**src/rtl/cpu_controller_pkg.sv**
```systemverilog
`default_nettype none
// ============================================================================
//  Module      : cpu_controller_pkg
//  Description : Shared types and constants for the CPU controller: FSM
//                state encoding, opcode/op field values, vsel one-hot codes
//                and sign-extension helpers.
//  Revision    : 1.0 - initial release
// ============================================================================
package cpu_controller_pkg;

  // Controller FSM states
  typedef enum logic [2:0] {
    S_WAIT      = 3'd0,
    S_DECODE    = 3'd1,
    S_GET_A     = 3'd2,
    S_GET_B     = 3'd3,
    S_CALC      = 3'd4,
    S_WRITE_REG = 3'd5,
    S_WRITE_IMM = 3'd6
  } state_e;

  // Opcode field IR[15:13]
  localparam logic [2:0] c_OPC_MOV = 3'b110;
  localparam logic [2:0] c_OPC_ALU = 3'b101;

  // op field IR[12:11] for MOV
  localparam logic [1:0] c_OP_MOV_REG = 2'b00;
  localparam logic [1:0] c_OP_MOV_IMM = 2'b10;

  // op field IR[12:11] for ALU
  localparam logic [1:0] c_OP_ADD = 2'b00;
  localparam logic [1:0] c_OP_CMP = 2'b01;
  localparam logic [1:0] c_OP_AND = 2'b10;
  localparam logic [1:0] c_OP_MVN = 2'b11;

  // Write-back source select, one-hot
  localparam logic [3:0] c_VSEL_MDATA = 4'b1000;
  localparam logic [3:0] c_VSEL_IMM8  = 4'b0100;
  localparam logic [3:0] c_VSEL_PC    = 4'b0010;
  localparam logic [3:0] c_VSEL_C     = 4'b0001;

  function automatic logic [15:0] sext8(input logic [7:0] v);
    return {{8{v[7]}}, v};
  endfunction

  function automatic logic [15:0] sext5(input logic [4:0] v);
    return {{11{v[4]}}, v};
  endfunction

endpackage
`default_nettype wire

```
**src/rtl/cpu_controller_instr_decoder.sv**
```systemverilog
`default_nettype none
// ============================================================================
//  Module      : instr_decoder
//  Description : Purely combinational split of the instruction register into
//                its fields, sign-extended immediates and the ALU opcode.
//  Revision    : 1.0 - initial release
// ============================================================================
module instr_decoder
  import cpu_controller_pkg::*;
(
  input  logic [15:0] ir_i,
  output logic [2:0]  opcode_o,
  output logic [1:0]  op_o,
  output logic [2:0]  rn_o,
  output logic [2:0]  rd_o,
  output logic [1:0]  sh_o,
  output logic [2:0]  rm_o,
  output logic [15:0] sximm8_o,
  output logic [15:0] sximm5_o,
  output logic [1:0]  aluop_o
);

  // Field extraction and immediates; ALUop only meaningful for ALU opcodes
  always_comb begin
    opcode_o = ir_i[15:13];
    op_o     = ir_i[12:11];
    rn_o     = ir_i[10:8];
    rd_o     = ir_i[7:5];
    sh_o     = ir_i[4:3];
    rm_o     = ir_i[2:0];
    sximm8_o = sext8(ir_i[7:0]);
    sximm5_o = sext5(ir_i[4:0]);
    aluop_o  = (ir_i[15:13] == c_OPC_ALU) ? ir_i[12:11] : 2'b00;
  end

endmodule
`default_nettype wire

```
**src/rtl/cpu_controller.sv**
```systemverilog
`default_nettype none
// ============================================================================
//  Module      : cpu_controller
//  Description : Instruction register plus Moore FSM sequencing the datapath
//                strobes for MOV, MVN, ADD, AND and CMP instructions.
//  Revision    : 1.0 - initial release
// ============================================================================
module cpu_controller
  import cpu_controller_pkg::*;
(
  input  logic        clk,
  input  logic        rst_n,
  input  logic [15:0] in,
  input  logic        load,
  input  logic        s,
  output logic        w,
  output logic [2:0]  readnum,
  output logic [2:0]  writenum,
  output logic [1:0]  shift,
  output logic [1:0]  ALUop,
  output logic [15:0] sximm8,
  output logic [15:0] sximm5,
  output logic [3:0]  vsel,
  output logic        loada,
  output logic        loadb,
  output logic        asel,
  output logic        bsel,
  output logic        loadc,
  output logic        loads,
  output logic        write
);

  state_e      state_q, state_d;
  logic [15:0] ir_q, ir_d;

  logic [2:0]  w_opcode;
  logic [1:0]  w_op;
  logic [2:0]  w_rn, w_rd, w_rm;
  logic [1:0]  w_sh;
  logic        w_is_unary;
  logic        w_is_cmp;

  instr_decoder u_dec (
    .ir_i     (ir_q),
    .opcode_o (w_opcode),
    .op_o     (w_op),
    .rn_o     (w_rn),
    .rd_o     (w_rd),
    .sh_o     (w_sh),
    .rm_o     (w_rm),
    .sximm8_o (sximm8),
    .sximm5_o (sximm5),
    .aluop_o  (ALUop)
  );

  // MOV reg and MVN take a single operand, so they skip GET_A and use asel=1
  assign w_is_unary = ((w_opcode == c_OPC_MOV) && (w_op == c_OP_MOV_REG)) ||
                      ((w_opcode == c_OPC_ALU) && (w_op == c_OP_MVN));
  assign w_is_cmp   = (w_opcode == c_OPC_ALU) && (w_op == c_OP_CMP);

  // The B operand never comes from the immediate path in this instruction set
  assign bsel = 1'b0;

  // IR only accepts a new word while idle, so a busy load cannot corrupt it
  assign ir_d = (load && w) ? in : ir_q;

  // State and instruction registers with asynchronous reset
  always_ff @(posedge clk or negedge rst_n) begin
    if (!rst_n) begin
      state_q <= S_WAIT;
      ir_q    <= 16'h0000;
    end else begin
      state_q <= state_d;
      ir_q    <= ir_d;
    end
  end

  // Next-state selection and Moore outputs
  always_comb begin
    state_d  = state_q;
    w        = 1'b0;
    readnum  = 3'b000;
    writenum = 3'b000;
    shift    = 2'b00;
    vsel     = c_VSEL_C;
    loada    = 1'b0;
    loadb    = 1'b0;
    asel     = 1'b0;
    loadc    = 1'b0;
    loads    = 1'b0;
    write    = 1'b0;
    case (state_q)
      S_WAIT: begin
        w = 1'b1;
        if (s) state_d = S_DECODE;
      end
      S_DECODE: begin
        if ((w_opcode == c_OPC_MOV) && (w_op == c_OP_MOV_IMM))
          state_d = S_WRITE_IMM;
        else if (w_is_unary)
          state_d = S_GET_B;
        else if (w_opcode == c_OPC_ALU)
          state_d = S_GET_A;
        else
          state_d = S_WAIT;
      end
      S_GET_A: begin
        readnum = w_rn;
        loada   = 1'b1;
        state_d = S_GET_B;
      end
      S_GET_B: begin
        readnum = w_rm;
        loadb   = 1'b1;
        shift   = w_sh;
        state_d = S_CALC;
      end
      S_CALC: begin
        shift = w_sh;
        asel  = w_is_unary;
        if (w_is_cmp) begin
          loads   = 1'b1;
          state_d = S_WAIT;
        end else begin
          loadc   = 1'b1;
          state_d = S_WRITE_REG;
        end
      end
      S_WRITE_REG: begin
        writenum = w_rd;
        write    = 1'b1;
        state_d  = S_WAIT;
      end
      S_WRITE_IMM: begin
        writenum = w_rn;
        vsel     = c_VSEL_IMM8;
        write    = 1'b1;
        state_d  = S_WAIT;
      end
      default: state_d = S_WAIT;
    endcase
  end

endmodule
`default_nettype wire

```
**config.mk**
```make
export PLATFORM = sky130hd
export DESIGN_NAME = cpu_controller
export DESIGN_NICKNAME = d
export VERILOG_FILES = /design/src/rtl/cpu_controller_pkg.sv /design/src/rtl/cpu_controller_instr_decoder.sv /design/src/rtl/cpu_controller.sv
export SDC_FILE = /design/constraint.sdc
export NUM_CORES = 1
export LEC_CHECK = 0
export BUFFER_PORTS_ARGS = -buffer_cell sky130_fd_sc_hd__clkbuf_2
export CAP_MARGIN = 25
export CELL_PAD_IN_SITES_DETAIL_PLACEMENT = 2
export CELL_PAD_IN_SITES_GLOBAL_PLACEMENT = 2
export CORE_ASPECT_RATIO = 1.4
export CORE_MARGIN = 5
export CORE_UTILIZATION = 28
export CTS_BUF_LIST = sky130_fd_sc_hd__clkbuf_2 sky130_fd_sc_hd__clkbuf_4 sky130_fd_sc_hd__clkbuf_8
export CTS_CLUSTER_SIZE = 28
export DETAILED_ROUTE_END_ITERATION = 12
export GPL_TIMING_DRIVEN = 0
export MAX_ROUTING_LAYER = met4
export PLACE_DENSITY = 0.95
export SLEW_MARGIN = 0
export SYNTH_ARGS = -nofsm -noshare
export SYNTH_HDL_FRONTEND = slang
export SYNTH_SLANG_ARGS = --single-unit
```
**constraint.sdc**
```tcl
create_clock -name clk -period 2.9 [get_ports clk]
set_input_delay 0.29 -clock clk [delete_from_list [all_inputs] [get_ports clk]]
set_output_delay 0.29 -clock clk [all_outputs]
set_load 0.02 [all_outputs]
```
==> impl_results.md <==
- Unrepaired setup endpoints after global routing: no
- Synth-to-Final Area Change: 37.3%
- CP arrival: 1.88 ns
- Total Wirelength: ~4100 um
- First-pass GRT wire length: 6420 um
- CTS Buf Count: 3
- Worst path cell trace: or3b_2 -> clkbuf_1 -> o21ai_1 -> and2_1 -> clkbuf_2
- Vias per cell: 4.45
- Die Area: 6230 um2
- Clock slew seen by the registers of the worst setup and hold paths: 0.07 ns
- Final Setup Violations: 0
- Final Non-Filler Cells: 266
- Fin util: about 40%
- Vias: about 1,200
- CP max stage delay: 0.49 ns
- CTS sink cnt: 19
- Clk buf depth: 2
- CP startpoint: state_q[1]$_DFFE_PN0P_
- Worst skew pair latency: ~0.26 ns
- RD Place Congestion: 0.701
- FF-to-FF End: ir_q[0]$_DFFE_PN0P_
- Largest net degree at the start of global routing: 20
- Post-placement cell count: 261
- Post-synth EDFFs: 0
- Final hold slack: 0.261 ns
- Initial DRC Count: 13
- Worst min-delay path startpoint: in[1]
- Mapped Cells: 127
- Starting Density: 29.0%
- Hold Fails Final Rpt: 0
- Buf+Inv Stages, Crit Path: 2
- Min-Delay Path Depth: 2
- Slew Limit Fails: 0
- I/O pin cnt: 74
- Post-CTS Setup Bufs: 0
- Sequential area share after synthesis: 35.8%
- Reg-to-reg startpoint: state_q[0]$_DFFE_PN0P_
- Number of global-route vias before repair: between 1,000 and 1,500
- Dpl ws: 0.988 ns
- Crit-path slowest cell: or3b_2
- WL per Instance: 15.3 um
- Fin crit share: between 70% and 80%
- Core area: approximately 4600 um2
- Highest Clock Rate: 460 MHz
- Overall routing resource usage: 13.9%
- Clock Skew: 0.00193 ns
- Drt first pass iters: 2
- PostCTS Resize Cnt: 0
- Die Ht: 91.4 um
- Non-Filler Cell Area, Final: 1820 um2
- Type of the most critical hold path: in -> reg
- Pwr dens: roughly 1300 nW/um2
- Ant. Diodes: 0
- Total power: 2.36 mW
- Horiz. Die Dim: 68.2 um
- Worst reg2reg path depth: 6
- R2r setup slk: 1.33 ns
- Layout Nets: 225
- Max-cap violations: 0
- Worst Hold End: ir_q[1]$_DFFE_PN0P_
- Initial antenna violation count: 0
- Post-route DRC: 0
- # H-tree levels: 1
- Setup CP Type: reg -> out
- Total grt overflow: 0
- Predominant post-synthesis flop cell: dfrtp_1
- Req. time, crit path: 2.61 ns
- Worst Path Max Fanout: 8
- Synth cell types: 34
- Setup TNS: 0 ns
- VDD IR max: 0.451 mV
- Startpoint Class: register
- Post-synth ARST share: 100%
- Status: complete, no violations
- Root Driver: clkbuf_8
- DP Area: 1760 um2
- #FFs+latches synth: 19
- CP endpoint kind: output pin
- LEAKAGE: 0.980 nW
- Cell Rows: 29
- Largest delay share family, worst path: simple AND/OR/NAND/NOR gates
- CTS tree: built
- YS warnings: 0
- Setup ws final: 0.727 ns
- Area of the mapped netlist: 1330 um2
- Syn avg cell area: roughly 10 um2
- Antenna-violating nets left: 0
- HPWL after DPL: 3380 um
- IO Port Bufs: 70
- Layout cells sized above 1: 64.7%
- Fin crit period: 2.17 ns
## what timing repair did
| action | in CTS | in global routing |
|---|---|---|
| hold endpoints to repair | 11 | 0 |
| setup endpoints to repair | 0 | 0 |
| hold buffers | 1 | 0 |
## kinds of logic (layout without fill, tap and decap cells)
| group | count (synthesis) | in the layout | share of synthesized area (%) |
|---|---|---|---|
| AND/OR/NAND/NOR | 32 | 32 | 14.2 |
| multiplexers | 19 | 19 | 18.7 |
| AO/OA/AOI/OAI | 11 | 11 | 5.94 |
| other | 1 | 3 | 0.283 |
| buffers and inverters | 45 | 120 | 25.0 |
| flip-flops | 19 | 19 | 35.8 |
## flip-flops by register name, indices dropped and copies added, names as in the netlist
name	count
ir_q	16
state_q	3
## cells in the mapped netlist, types with 2 or more instances
cell type	n	area share, %
nor2_1	9	2.5
a31oi_1	2	0.94
buf_6	2	1.7
mux2_2	6	5.1
nor3_1	3	1.1
and2_1	2	0.94
a22oi_1	3	1.7
inv_1	3	0.85
buf_4	35	20
nor2b_1	6	2.8
clkbuf_1	3	0.85
dfrtp_1	19	36
mux2_4	10	11
mux2i_1	3	2.3
nor3b_1	2	1.1
## worst reg2reg max path, delay by kind of cell, from the launching register on
kind | cells | cell delay [ns]
buffers and inverters | 3 | 0.43
multiplexers | 1 | 0.31
flip-flops | 1 | 0.39
AND/OR/NAND/NOR | 2 | 0.32
## where the power goes
group / switching, mW / total [mW] / internal, mW
registers: 0.176 / 0.572 / 0.396
logic: 0.806 / 1.59 / 0.786
clock network: 0.0881 / 0.195 / 0.107
## layer usage
metal  global-route usage, %  wire [um]
met1                    14.2       1440
met2                    24.7       2250
met5                       -          0
met3                    2.10        250
met4                    6.97        126
## cell type report
cell class,count,area [um2]
buffer,42,320
fill,545,2750
inverter,3,11.3
clock buffer,4,48.8
timing repair buffer,71,360
sequential,19,475
multi-input combinational,65,527
tap,62,77.6
## cell usage in the layout, fill, tap and decap left out, types with 2 or more instances in the layout
| cell | n |
|---|---|
| mux2_2 | 6 |
| buf_4 | 35 |
| nor3_1 | 3 |
| dfrtp_1 | 19 |
| conb_1 | 3 |
| clkbuf_8 | 3 |
| a31oi_1 | 2 |
| nor3b_1 | 2 |
| buf_6 | 2 |
| clkbuf_1 | 3 |
| mux2_4 | 10 |
| nor2b_1 | 6 |
| mux2i_1 | 3 |
| inv_1 | 3 |
| a22oi_1 | 3 |
| clkbuf_2 | 70 |
| and2_1 | 2 |
| nor2_1 | 9 |
## worst max path at each step
stage	cells after the start	to
global route	5	shift[1]
floorplan	3	asel
finish	5	shift[0]
detailed placement	5	shift[0]
global placement	5	shift[0]
CTS	5	shift[0]
Power figures use the tool's default switching activity.
